`config.mk`:
```
export PLATFORM = sky130hd
export DESIGN_NAME = sequenciador_pc
export DESIGN_NICKNAME = d
export VERILOG_FILES = /design/src/rtl/seq_pc_pkg.sv /design/src/rtl/proximo_pc.sv /design/src/rtl/sequenciador_pc.sv
export SDC_FILE = /design/constraint.sdc
export NUM_CORES = 1
export LEC_CHECK = 0
export BUFFER_PORTS_ARGS = -buffer_cell sky130_fd_sc_hd__buf_2
export CORE_ASPECT_RATIO = 0.5
export CORE_MARGIN = 2
export CORE_UTILIZATION = 55
export CTS_CLUSTER_DIAMETER = 200
export DETAILED_ROUTE_END_ITERATION = 10
export HOLD_SLACK_MARGIN = 0.1
export PLACE_DENSITY_LB_ADDON = 0.05
export SYNTH_ARGS = -nofsm -noshare
export SYNTH_HDL_FRONTEND = slang
export SYNTH_HIERARCHICAL = 1
export SYNTH_SLANG_ARGS = --single-unit
```
`constraint.sdc`:
```
create_clock -name clk -period 3 [get_ports clk]
set_clock_uncertainty 0.05 [all_clocks]
set_input_delay 0.45 -clock clk [delete_from_list [all_inputs] [get_ports clk]]
set_output_delay 0.45 -clock clk [all_outputs]
set_load 0.03 [all_outputs]
```
`src/rtl/seq_pc_pkg.sv`:
```
// ============================================================================
// Module      : seq_pc_pkg
// Description : Shared encodings and defaults for the PC sequencer.
// Revision    : 1.0 - initial release
// ============================================================================
`default_nettype none

package seq_pc_pkg;

    localparam int DEF_PC_W  = 8;
    localparam int DEF_OFF_W = 4;
    localparam int DEF_CNT_W = 16;

    localparam logic [1:0] ST_IDLE   = 2'b00;
    localparam logic [1:0] ST_FETCH  = 2'b01;
    localparam logic [1:0] ST_EXEC   = 2'b10;
    localparam logic [1:0] ST_HALTED = 2'b11;

    localparam int INC_NORMAL = 1;
    localparam int INC_SKIP   = 2;

endpackage

`default_nettype wire

```
`src/rtl/proximo_pc.sv`:
```
// ============================================================================
// Module      : proximo_pc
// Description : Next-PC selection for EXEC: halt > GT relative > skip > +1.
// Revision    : 1.0 - initial release
// ============================================================================
`default_nettype none

module proximo_pc
    import seq_pc_pkg::*;
#(
    parameter int PC_W  = DEF_PC_W,
    parameter int OFF_W = DEF_OFF_W
) (
    input  logic [PC_W-1:0]  pc,
    input  logic             halt_instr,
    input  logic             gt_en,
    input  logic             gt_sub,
    input  logic [OFF_W-1:0] gt_off,
    input  logic             skip_en,
    input  logic             zero,
    input  logic             neg,
    output logic [PC_W-1:0]  pc_next
);

    logic [PC_W-1:0] w_off;
    logic            w_skip;

    // All arithmetic is naturally modulo 2^PC_W; the offset is zero-extended.
    always_comb begin
        w_off   = PC_W'(gt_off);
        w_skip  = skip_en & (~zero | ~neg);
        pc_next = pc + PC_W'(INC_NORMAL);
        if (halt_instr) begin
            pc_next = pc;
        end else if (gt_en) begin
            pc_next = gt_sub ? (pc - w_off) : (pc + w_off);
        end else if (w_skip) begin
            pc_next = pc + PC_W'(INC_SKIP);
        end
    end

endmodule

`default_nettype wire

```
`src/rtl/sequenciador_pc.sv`:
```
// ============================================================================
// Module      : sequenciador_pc
// Description : Fetch/execute sequencer owning the PC, halt/resume, stepping
//               and a saturating retired-instruction counter.
// Revision    : 1.0 - initial release
// ============================================================================
`default_nettype none

module sequenciador_pc
    import seq_pc_pkg::*;
#(
    parameter int              PC_W     = DEF_PC_W,
    parameter int              OFF_W    = DEF_OFF_W,
    parameter int              CNT_W    = DEF_CNT_W,
    parameter logic [PC_W-1:0] RESET_PC = '0
) (
    input  logic              clk,
    input  logic              rst_n,
    input  logic              start,
    input  logic              resume,
    input  logic              step_mode,
    input  logic              step,
    input  logic              halt_instr,
    input  logic              skip_en,
    input  logic              zero,
    input  logic              neg,
    input  logic              gt_en,
    input  logic              gt_sub,
    input  logic [OFF_W-1:0]  gt_off,
    output logic [PC_W-1:0]   pc,
    output logic              fetch_en,
    output logic              exec_en,
    output logic              halted,
    output logic [1:0]        state,
    output logic [CNT_W-1:0]  instr_count
);

    logic [1:0]       state_q, state_d;
    logic [PC_W-1:0]  pc_q, pc_d;
    logic [CNT_W-1:0] cnt_q, cnt_d;
    logic             w_advance;
    logic [PC_W-1:0]  w_pc_exec;

    proximo_pc #(
        .PC_W  (PC_W),
        .OFF_W (OFF_W)
    ) u_proximo_pc (
        .pc         (pc_q),
        .halt_instr (halt_instr),
        .gt_en      (gt_en),
        .gt_sub     (gt_sub),
        .gt_off     (gt_off),
        .skip_en    (skip_en),
        .zero       (zero),
        .neg        (neg),
        .pc_next    (w_pc_exec)
    );

    assign w_advance = ~step_mode | step;

    always_ff @(posedge clk or negedge rst_n) begin
        if (!rst_n) begin
            state_q <= ST_IDLE;
            pc_q    <= RESET_PC;
            cnt_q   <= '0;
        end else begin
            state_q <= state_d;
            pc_q    <= pc_d;
            cnt_q   <= cnt_d;
        end
    end

    always_comb begin
        state_d = state_q;
        pc_d    = pc_q;
        cnt_d   = cnt_q;
        case (state_q)
            ST_IDLE: begin
                pc_d = RESET_PC;
                if (start) state_d = ST_FETCH;
            end
            ST_FETCH: begin
                if (w_advance) state_d = ST_EXEC;
            end
            ST_EXEC: begin
                pc_d = w_pc_exec;
                if (halt_instr) begin
                    state_d = ST_HALTED;
                end else begin
                    state_d = ST_FETCH;
                    if (cnt_q != {CNT_W{1'b1}}) cnt_d = cnt_q + 1'b1;
                end
            end
            ST_HALTED: begin
                // Resuming steps past the halt instruction the PC still points at.
                if (resume) begin
                    pc_d    = pc_q + PC_W'(INC_NORMAL);
                    state_d = ST_FETCH;
                end
            end
            default: state_d = ST_IDLE;
        endcase
    end

    always_comb begin
        fetch_en = (state_q == ST_FETCH) && w_advance;
        exec_en  = (state_q == ST_EXEC);
        halted   = (state_q == ST_HALTED);
    end

    assign pc          = pc_q;
    assign state       = state_q;
    assign instr_count = cnt_q;

endmodule

`default_nettype wire

```
## Word level (Yosys, flattened, before mapping)

Cells that the tools add are included.

| storage, ports and cells | value |
|---|---|
| bits in registers | 26 |
| input port bits | 16 |
| output and inout bits | 29 |
| logic and storage cells | 40 |

| cells by class | value |
|---|---|
| $add $sub $neg | 5 |
| equality and inequality tests | 8 |
| mux-type cells | 11 |
| bitwise operators | 7 |
| reductions and logical operators | 6 |

Operators by type and width:

| cell | number |
|---|---|
| 2-to-1 mux 8 bit | 5 |
| one-hot mux 8 bit (3 select lines) | 1 |
| adder 16 x 1 -> 16 bit, second input constant | 1 |
| inequality test 16 bit, second input constant | 1 |
| AND reduction 3 bit | 3 |
| adder 8 x 1 -> 8 bit, second input constant | 1 |
| adder 8 x 2 -> 8 bit, second input constant | 1 |
| adder 8 x 4 -> 8 bit | 1 |
| 2-to-1 mux 2 bit | 4 |
| inequality test 2 bit, second input constant | 4 |
| one-hot mux 2 bit (4 select lines) | 1 |
| subtractor 8 x 4 -> 8 bit | 1 |
| equality test 2 bit, second input constant | 2 |
| NOT 1 bit | 4 |
| nonzero test 3 bit | 1 |
| equality test 2 x 1 -> 1 bit, second input constant | 1 |
| logical NOT 2 bit | 1 |
| bitwise OR 1 bit | 2 |
| AND 1 bit | 1 |
| logical AND 1 bit | 1 |

## Depth between registers and ports, before layout

Gate-level depths: netlist of run 1.

| depth | value |
|---|---|
| word-level depth | 7 |
| mapped depth | 12 |
| mapped depth without buffers | 12 |

## By module

Netlist of run 1, hierarchy kept.

By module, submodules not included:

| module | times used | cells an instance | area each (sq um) | sequential area each (sq um) |
|---|---|---|---|---|
| sequenciador_pc | 1 | 146 | 1519.0 | 650.6 |
| proximo_pc | 1 | 107 | 733.2 | 0.0 |

## Worst setup path after synthesis of run 1

OpenSTA, ideal clock, no wires.

| timing path | value |
|---|---|
| path type | in2reg |
| start point | input port gt_off[0] |
| end point | register pc_q[6], in the netlist pc[6] |
| library setup time | 0.126 ns |
| arrival time | 2.407 ns |
| required time | 2.824 ns |
| setup slack | 0.417 ns |
| stages | 11 |
| path buffers | 0 |
| cells stage by stage | inv_1 -> ha_1 -> mux2i_1 -> fa_1 -> a211oi_1 -> o21bai_1 -> a21oi_1 -> xor2_1 -> a211oi_1 -> and3_1 -> a221o_1 |

| on the way | value |
|---|---|
| longest elaborated chain between the ends | 5 |
| elaborated cells between the ends (all ways) | 6 |
| those cells by class | 2 x add/sub; 4 x mux |

Ends and longest elaborated chain:

| element | line | RTL |
|---|---|---|
| from (decl) | sequenciador_pc.sv:29 | `input logic [OFF_W-1:0] gt_off,` |
| adder 8 x 4 -> 8 bit / subtractor 8 x 4 -> 8 bit (equally long branches) | proximo_pc.sv:36 | `pc_next = gt_sub ? (pc - w_off) : (pc + w_off);` |
| 2-to-1 mux 8 bit (*) | proximo_pc.sv:36 |  |
| 2-to-1 mux 8 bit (*) | proximo_pc.sv:35 | `end else if (gt_en) begin` |
| 2-to-1 mux 8 bit (*) | proximo_pc.sv:33 | `if (halt_instr) begin` |
| named net w_pc_exec[6] | sequenciador_pc.sv:42 | `logic [PC_W-1:0] w_pc_exec;` |
| one-hot mux 8 bit (3 select lines) (*) | sequenciador_pc.sv:77 | `case (state_q)` |
| to (signal assigned) | sequenciador_pc.sv:68 | `pc_q <= pc_d;` |
| to (decl) | sequenciador_pc.sv:39 | `logic [PC_W-1:0] pc_q, pc_d;` |

Mark *: on every way through the listed nets, which the timed path passes. The rest lies on a longest branch. The select of a mux whose other input is x is not followed.
A chain may end at the register's enable or synchronous reset.

## Worst setup path in the final report of run 1

| timing path | value |
|---|---|
| start point | input port gt_off[2] |
| end point | register pc_q[6], in the netlist pc[6] |

The elaborated chain is that of the path after synthesis.

==> results of run 1 <==
## placed cells by master, fill, tap and decap left out, types with 6 or more instances in the layout
master and instances:
buf_2 44, a21o_1 6, nand2_1 16, a21oi_1 17
a211oi_1 7, nand3_1 9, nor3_1 6, dfrtp_1 26
xnor2_1 11, o21ai_0 17, nand4_1 8, inv_1 11
ha_1 19, nor2_1 16, and3_1 11
## sequential cells by signal, summed over array words and instances (netlist names)
name and count:
instr_count 16, state 2, pc 8
## metrics by stage
step | hold slack [ps] | cells | setup WS [ps] | instance area, µm² | power [µW]
after floorplan | 104 | 253 | 417 | 2250 | 1340
after global placement | 427 | 348 | 125 | 2530 | 1630
after detailed placement | 438 | 348 | 66.5 | 2530 | 1650
after CTS | 131 | 352 | 358 | 2610 | 1940
after global routing | 146 | 352 | 197 | 2610 | 2110
final | 105 | 352 | 355 | 2610 | 1950
## cell type report
class                      instances  area share [%]
tap                               54            2.59
multi-input combinational        208            58.2
clock inverter                     1            1.15
clock buffer                       3            1.58
timing repair buffer              49            9.89
sequential                        26            25.0
inverter                          11            1.58
## worst max-delay path, stage by stage
cell	delay, ps
buf_2	120
nor3_1	260
ha_1	280
mux2i_1	140
ha_1	310
o21ai_0	250
o21bai_1	90
a21oi_1	180
xor2_1	160
a211oi_1	80
and3_1	170
a221o_1	250
## power breakdown
part           switching, µW  internal, µW  total, µW
clock network            109           178        288
registers                113           424        537
logic                    688           435       1120
total                    910          1040       1950
## layer usage
layer,vias to the layer above,wire [µm],global-route usage [%]
li1,1035,-,-
met1,988,2400,31.7
met2,70,2310,39.3
met3,4,338,5.41
met4,0,41,5.07
met5,-,0,0
## cell families after synthesis
| logic type | Yosys count | share of synthesized area (%) |
|---|---|---|
| AO/OA/AOI/OAI | 67 | 20.3 |
| XOR/XNOR | 16 | 6.22 |
| adder cells (fa/ha/maj) | 20 | 11.4 |
| buffers and inverters | 19 | 3.72 |
| flip-flops | 26 | 28.9 |
| multiplexers | 6 | 3.00 |
| AND/OR/NAND/NOR | 99 | 26.4 |
## worst max path at each step
stage                    from           endpoint  slack [ps]  depth (start not counted)
floorplan           gt_off[0]  pc[6]$_DFFE_PN0P_         420                         11
global placement    gt_off[2]  pc[7]$_DFFE_PN0P_         130                         12
detailed placement  gt_off[2]  pc[7]$_DFFE_PN0P_          70                         12
CTS                 gt_off[2]  pc[7]$_DFFE_PN0P_         360                         12
global route        gt_off[2]  pc[6]$_DFFE_PN0P_         200                         12
finish              gt_off[2]  pc[6]$_DFFE_PN0P_         360                         12
==> out/summary.txt, run 1 <==
Status: finished, final reports clean
Synth async-reset ratio: 100%
Main flop type after synthesis: dfrtp_1
Period minus WS final: 2640 ps
Synth Instances: 253
Largest net degree at the start of global routing: 27
IO Port Bufs: 44
Yosys warnings: 6
Die Span Y: 49.3 µm
DP Wirelength: 3.86 mm
Num CTS Buffers: 3
Data arrival time of the critical path: 2750 ps
H-tree levels: 1
Finished Core Util: 66.4%
Post-synth EDFFs: 0
Die ar.: 4650 µm²
FILL cells: 339
Number of global-route vias before repair: 1958
Period utilization: 88.2%
FF-to-FF setup slack: 400 ps
Row cnt: 16
Share of layout cells above drive strength 1: 23.2%
Max-Slew Margin vs Limit: 62.8%
Max Clk Rate: 378 MHz
Post-Synthesis Cell Area: 2250 µm²
Vias per cell: 5.96
Die X: 94.5 µm
Antenna violations before repair: 0
Leakage: 0.00133 µW
Clock slew at reported path FFs: 90 ps
Vias: 2097
Post-route DRC: 0
Synth top area share: 28.9%
Max-cap violations: 0
Endpoints failing hold: 0
Seq/Total Area, Yosys: 28.9%
Synth cell types: 55
WP data required: 3100 ps
First-pass GRT wire length: 8.89 mm
Post-CTS Setup Inserts: 0
Final Wtd Congestion: 0.885
Top cells by count, synth: dfrtp_1 (26), ha_1 (19), a21oi_1 (17), o21ai_0 (17)
Post_cts resized: 0
CORE AREA: 3920 µm²
Slew Limit Fails: 0
CTS Sinks: 26
Unrepaired setup endpoints after global routing: no
Area leader, netlist: dfrtp_1
Setup CP Type: primary input to flop
Register area: 651 µm²
Global-route usage over all layers: 23.7%
CTS root buf: clkbuf_8
Total Nets Final: 335
Synth area leaders: dfrtp_1 (29%), ha_1 (11%), xnor2_1 (4.3%)
Worst Hold Class: primary input to async pin
Max VDD drop: 476 µV
Final ANT Viol Nets: 0
Synthesis-to-finish area growth: 15.7%
CTS tree: built
Crit start category: primary input
DR pass1 iterations: 4
Critical Path End Type: flop
CTS max path bufs: 2
Initial Util: 57.4%
I/O pin count: 45
Most common cell in the netlist: dfrtp_1
#FFs+latches synth: 26
N_diodes: 0
Reg-to-Reg Start: pc[0]$_DFFE_PN0P_
Starting DRT DRC Count: 65
Final setup fails: 0
Syn_area_per_cell: 8.90 µm²
Worst Tran Pin Value: 558 ps
Total grt overflow: 0
# hold bufs at CTS: 0
Max FO, Critical Path: 5
Worst R2R Path Depth: 11
Clk Latency, worst-skew pair: 270 ps
Final Routed Wirelength: 5.08 mm
Setup TNS: 0 ps
Net count after synthesis: 289
Power density cells: 747 nW/µm²
Wire per inst: 14.4 µm
RR Endpoint: pc[6]$_DFFE_PN0P_
Multi-input logic area: 1520 µm²
No activity file was read; power rests on OpenSTA's default activity.
==> inputs of run 2 (changes only) <==
--- a/config.mk
+++ b/config.mk
@@ -13,6 +13,7 @@
 export DETAILED_ROUTE_END_ITERATION = 10
 export HOLD_SLACK_MARGIN = 0.1
 export PLACE_DENSITY_LB_ADDON = 0.05
+export RECOVER_POWER = 100
 export SYNTH_ARGS = -nofsm -noshare
 export SYNTH_HDL_FRONTEND = slang
 export SYNTH_HIERARCHICAL = 1
==> run 2 against run 1 <==
Against the previous run: first-iteration DRC count shrank 1.5%; register-to-register slack got worse by 20 ps; fmax fell by 1.7%; cell area shrank 3.3%; die area is the same; sequential cell count unchanged; critical path depth did not move; sequential share of layout area increased by 0.84 points; critical path type unchanged; critical endpoint is now pc[7]$_DFFE_PN0P_.
==> out/summary.txt, run 2 (synthesis results as in run 1) <==
First-pass GRT wire length: 8.89 mm
Max VDD drop: 456 µV
H-tree levels: 1
Clock slew at reported path FFs: 90 ps
Critical Path End Type: flop
Worst Hold Class: primary input to async pin
Total Nets Final: 335
Max FFs per register: 16
CP max-delay cell: or3_1
Endpoints failing hold: 0
Die ar.: 4650 µm²
Max-cap violations: 0
DP Wirelength: 3.86 mm
FILL cells: 349
Leakage: 0.00118 µW
Post-route DRC: 0
Wire per inst: 14.5 µm
Row cnt: 16
Num CTS Buffers: 3
Vias per cell: 5.96
Post_cts resized: 0
CTS tree: built
Crit start category: primary input
Worst path max stage delay: 370 ps
# hold bufs at CTS: 0
IO Port Bufs: 44
Period minus WS final: 2690 ps
Antenna violations before repair: 0
Period utilization: 89.7%
Clk Latency, worst-skew pair: 270 ps
N_diodes: 0
I/O pin count: 45
WP data required: 3150 ps
Final setup fails: 0
Data arrival time of the critical path: 2840 ps
Final ANT Viol Nets: 0
Die X: 94.5 µm
CP top delay family: simple AND/OR/NAND/NOR gates
Setup TNS: 0 ps
CP bufs+invs: 1
CTS Sinks: 26
Initial Util: 57.4%
CORE AREA: 3920 µm²
Most common cell on crit path: ha_1
Number of global-route vias before repair: 1958
Largest net degree at the start of global routing: 27
Setup CP Type: primary input to flop
Vias: 2097
CTS root buf: clkbuf_8
Slew Limit Fails: 0
Max FO, Critical Path: 5
Power density cells: 750 nW/µm²
DR pass1 iterations: 5
Total grt overflow: 0
Final Routed Wirelength: 5.12 mm
Finished Core Util: 64.3%
Share of layout cells above drive strength 1: 10.4%
Most frequent cells in the layout: clkbuf_1 (32), dfrtp_1 (26), ha_1 (19)
Worst Tran Pin Value: 1360 ps
Global-route usage over all layers: 23.7%
Max-Slew Margin vs Limit: 9.35%
CTS max path bufs: 2
Starting DRT DRC Count: 64
Max Clk Rate: 372 MHz
Final Wtd Congestion: 0.885
Status: finished, final reports clean
CP Cell Sequence: buf_2, nor3_1, ha_1, mux2i_1, ha_1, o211ai_2, a211oi_1, or3_1, a311oi_1, xor2_1, nand3_1, nand4_1
Synthesis-to-finish area growth: 11.9%
Post-CTS Setup Inserts: 0
Die Span Y: 49.3 µm
Unrepaired setup endpoints after global routing: no
Commonest non-fill, non-tap cell in the layout: clkbuf_1
-- run 2: per-layer routing --
layer	up-vias	GRT usage, %	wire (µm)
met2	62	39.3	2330
met3	4	5.41	284
met4	0	5.07	42
met5	-	0	0
li1	1031	-	-
met1	1000	31.7	2460
-- run 2: worst paths after layout --
kind	startpoint	to	slack [ps]	cells past startpoint
min in group clk	instr_count[12]$_DFFE_PN0P_	instr_count[12]$_DFFE_PN0P_	450	1
hold reg to reg	instr_count[12]$_DFFE_PN0P_	instr_count[12]$_DFFE_PN0P_	450	1
setup reg to reg	state[0]$_DFFE_PN0P_	instr_count[15]$_DFFE_PN0P_	380	6
max in group asynchronous	rst_n	pc[1]$_DFFE_PN0P_	1680	1
setup / recovery	gt_off[2]	pc[7]$_DFFE_PN0P_	310	12
hold / removal	rst_n	instr_count[2]$_DFFE_PN0P_	410	1
-- run 2: worst reg2reg max path, stage by stage (launching register included) --
cell and delay, ps:
dfrtp_1 460, inv_1 120, ha_1 410, nand2b_1 180, nor4_1 770, nand4_1 190
mux2_1 350
-- run 2: area by class of cell --
cell class	instances	area, µm²	share of cell area, %
clock buffer	3	41.3	1.64
clock inverter	1	30.0	1.19
inverter	11	41.3	1.64
multi-input combinational	208	1480	58.5
sequential	26	651	25.8
tap	54	67.6	2.68
timing repair buffer	49	215	8.54
-- run 2: power breakdown --
part | switching, µW | internal, µW | leakage (µW)
clock network | 110 | 179 | 0.0000357
logic | 679 | 387 | 0.000795
registers | 112 | 424 | 0.000350
-- run 2: stage by stage --
stage | area [µm²] | worst slack, ps | hold slack (ps) | instances | total power (µW)
floorplan | 2250 | 417 | 104 | 253 | 1340
global placement | 2530 | 125 | 427 | 348 | 1630
detailed placement | 2530 | 66.5 | 438 | 348 | 1650
CTS | 2610 | 358 | 131 | 352 | 1940
global route | 2520 | 140 | 496 | 352 | 2050
finish | 2520 | 310 | 411 | 352 | 1890
==> inputs of run 3 (changes only) <==
--- a/config.mk
+++ b/config.mk
@@ -7,7 +7,6 @@
 export LEC_CHECK = 0
 export BUFFER_PORTS_ARGS = -buffer_cell sky130_fd_sc_hd__buf_2
 export CORE_ASPECT_RATIO = 0.5
-export CORE_MARGIN = 2
 export CORE_UTILIZATION = 55
 export CTS_CLUSTER_DIAMETER = 200
 export DETAILED_ROUTE_END_ITERATION = 10
@@ -16,5 +15,4 @@
 export RECOVER_POWER = 100
 export SYNTH_ARGS = -nofsm -noshare
 export SYNTH_HDL_FRONTEND = slang
-export SYNTH_HIERARCHICAL = 1
 export SYNTH_SLANG_ARGS = --single-unit
==> run 3 against run 2 <==
Against the previous run: global-route usage fell by 0.16 points; first-iteration DRC count down 17%; largest cell class unchanged; clock-buffer cell count unchanged; highest routed layer unchanged; critical path depth is 5 lower; largest power group unchanged.
==> out/summary.txt, run 3 <==
Synthesis-to-finish area growth: 13.7%
Global-route usage over all layers: 23.5%
Critical Path End Type: flop
Post-Synthesis Cell Area: 2080 µm²
Post-CTS Setup Inserts: 0
Post-route DRC: 0
WP data required: 3120 ps
Clock slew at reported path FFs: 90 ps
Internal Power: 909 µW
Main flop type after synthesis: dfrtp_1
Starting DRT DRC Count: 53
DR pass1 iterations: 4
First-pass GRT wire length: 7.15 mm
Post-synth EDFFs: 0
Leakage: 0.00105 µW
Worst Tran Pin Value: 1400 ps
Max VDD drop: 314 µV
Max FFs per register: 16
Max-Slew Margin vs Limit: 6.66%
Share of layout cells above drive strength 1: 8.80%
Power density cells: 729 nW/µm²
Number of global-route vias before repair: 1636
CTS tree: built
Synth async-reset ratio: 100%
Total grt overflow: 0
P_sw: 811 µW
Setup CP Type: flop to flop
CTS Sinks: 26
Max Clk Rate: 379 MHz
Synth Instances: 239
Period utilization: 87.9%
Net count after synthesis: 273
Unrepaired setup endpoints after global routing: no
Period minus WS final: 2640 ps
Total Nets Final: 319
I/O pin count: 45
Setup TNS: 0 ps
Final Routed Wirelength: 4.64 mm
Row cnt: 15
Crit start category: flop
Max FO, Critical Path: 9
H-tree levels: 1
Synth area leaders: dfrtp_1 (31%), ha_1 (10%), nand2_1 (4.5%)
Finished Core Util: 66.9%
Final ANT Viol Nets: 0
N_diodes: 0
Setup ws final: 364 ps
Most frequent cells in the layout: clkbuf_1 (32), dfrtp_1 (26), nand2_1 (25)
Num CTS Buffers: 3
Top cells by count, synth: dfrtp_1 (26), nand2_1 (25), nor2_1 (18), o21ai_0 (18), ha_1 (17)
CTS root buf: clkbuf_8
Antenna violations before repair: 0
Max-cap violations: 0
Post_cts resized: 0
Comb power frac: 51.5%
Yosys warnings: 0
Seq/Total Area, Yosys: 31.3%
# hold bufs at CTS: 0
Switching Share: 47.1%
Initial Util: 58.8%
Vias: 1928
Synth cell types: 47
Die Span Y: 45.4 µm
#FFs+latches synth: 26
Endpoints failing hold: 0
Clock power share: 17.1%
Wire per inst: 13.9 µm
Slew Limit Fails: 0
Die X: 88.9 µm
Synth top area share: 31.3%
Final setup fails: 0
Die ar.: 4040 µm²
Clk Latency, worst-skew pair: 270 ps
Area leader, netlist: dfrtp_1
CORE AREA: 3530 µm²
Worst Hold Class: primary input to async pin
Vias per cell: 5.76
Placement Setup Slack: 405 ps
Syn_area_per_cell: 8.69 µm²
Data arrival time of the critical path: 2760 ps
Finished Layout Cells: 335
Placed Instances: 331
CTS max path bufs: 2
Final Wtd Congestion: 0.879
Most common cell in the netlist: dfrtp_1
Pwr Total: 1720 µW
IO Port Bufs: 44
Commonest non-fill, non-tap cell in the layout: clkbuf_1
Largest net degree at the start of global routing: 27
DP Wirelength: 3.57 mm
Status: finished, final reports clean
Sequential Power Share: 31.4%
run 3: changes by cell type in the layout (fill, tap and decap cells not counted), moves of 5 or more:
cell	before	now
and3_1	11	2
a21oi_1	17	10
xor2_1	5	10
a211oi_1	7	2
nand2_1	16	25
run 3: cells by family (layout without fill, tap and decap cells):
logic type | count (synthesis) | after routing | synth area share (%)
multiplexers | 7 | 7 | 3.56
AO/OA/AOI/OAI | 54 | 54 | 17.3
XOR/XNOR | 20 | 20 | 8.44
adder cells (fa/ha/maj) | 18 | 18 | 11.2
flip-flops | 26 | 26 | 31.3
buffers and inverters | 17 | 62 | 3.13
AND/OR/NAND/NOR | 97 | 97 | 25.0
run 3: worst max-delay path, stage by stage (launching register included):
cell,delay [ps]
dfrtp_1,460
inv_1,110
ha_1,410
nand2b_2,150
or4_2,670
a21oi_1,370
nand4_1,170
xnor2_1,150
run 3: final timing paths:
kind	endpoint	depth (start not counted)	slack [ps]	start
min in group clk	instr_count[14]$_DFFE_PN0P_	1	470	instr_count[14]$_DFFE_PN0P_
hold reg to reg	instr_count[14]$_DFFE_PN0P_	1	470	instr_count[14]$_DFFE_PN0P_
hold / removal	instr_count[6]$_DFFE_PN0P_	1	430	rst_n
setup reg to reg	instr_count[10]$_DFFE_PN0P_	7	360	state[0]$_DFFE_PN0P_
setup / recovery	instr_count[10]$_DFFE_PN0P_	7	360	state[0]$_DFFE_PN0P_
max in group asynchronous	pc[7]$_DFFE_PN0P_	1	1660	rst_n
run 3: layout make-up:
class                           count  area (µm²)
Clock buffer                        3        41.3
Fill cell                         314        1170
Inverter                           12        45.0
Timing Repair Buffer               46         193
Clock inverter                      1        30.0
Tap cell                           51        63.8
Sequential cell                    26         651
Multi-Input combinational cell    196        1340
run 3: metal layers:
metal  share of wire (%)  vias to the layer above  track usage [%]  routed length, µm
met3                 5.1                        3             5.07                235
met5                   0                        -                0                  0
met2                  47                       50             41.1               2160
met1                  48                      922             30.9               2240
li1                    -                      953                -                  -
met4                0.22                        0             4.19                 10
run 3: power groups by stage:
stage / clock (µW) / sequential (µW) / combinational [µW]
2_1_floorplan: 0 / 651 / 552
3_3_place_gp: 0 / 540 / 887
3_5_place_dp: 0 / 543 / 910
4_1_cts: 299 / 537 / 916
5_1_grt: 315 / 553 / 977
6_report: 295 / 541 / 885
run 3: metrics by stage:
step                      cell area [µm²]  hold WS [ps]
after floorplan                      2080           104
after global placement               2350           429
after detailed placement             2350           439
after CTS                            2430           133
after global routing                 2360           491
final                                2360           427
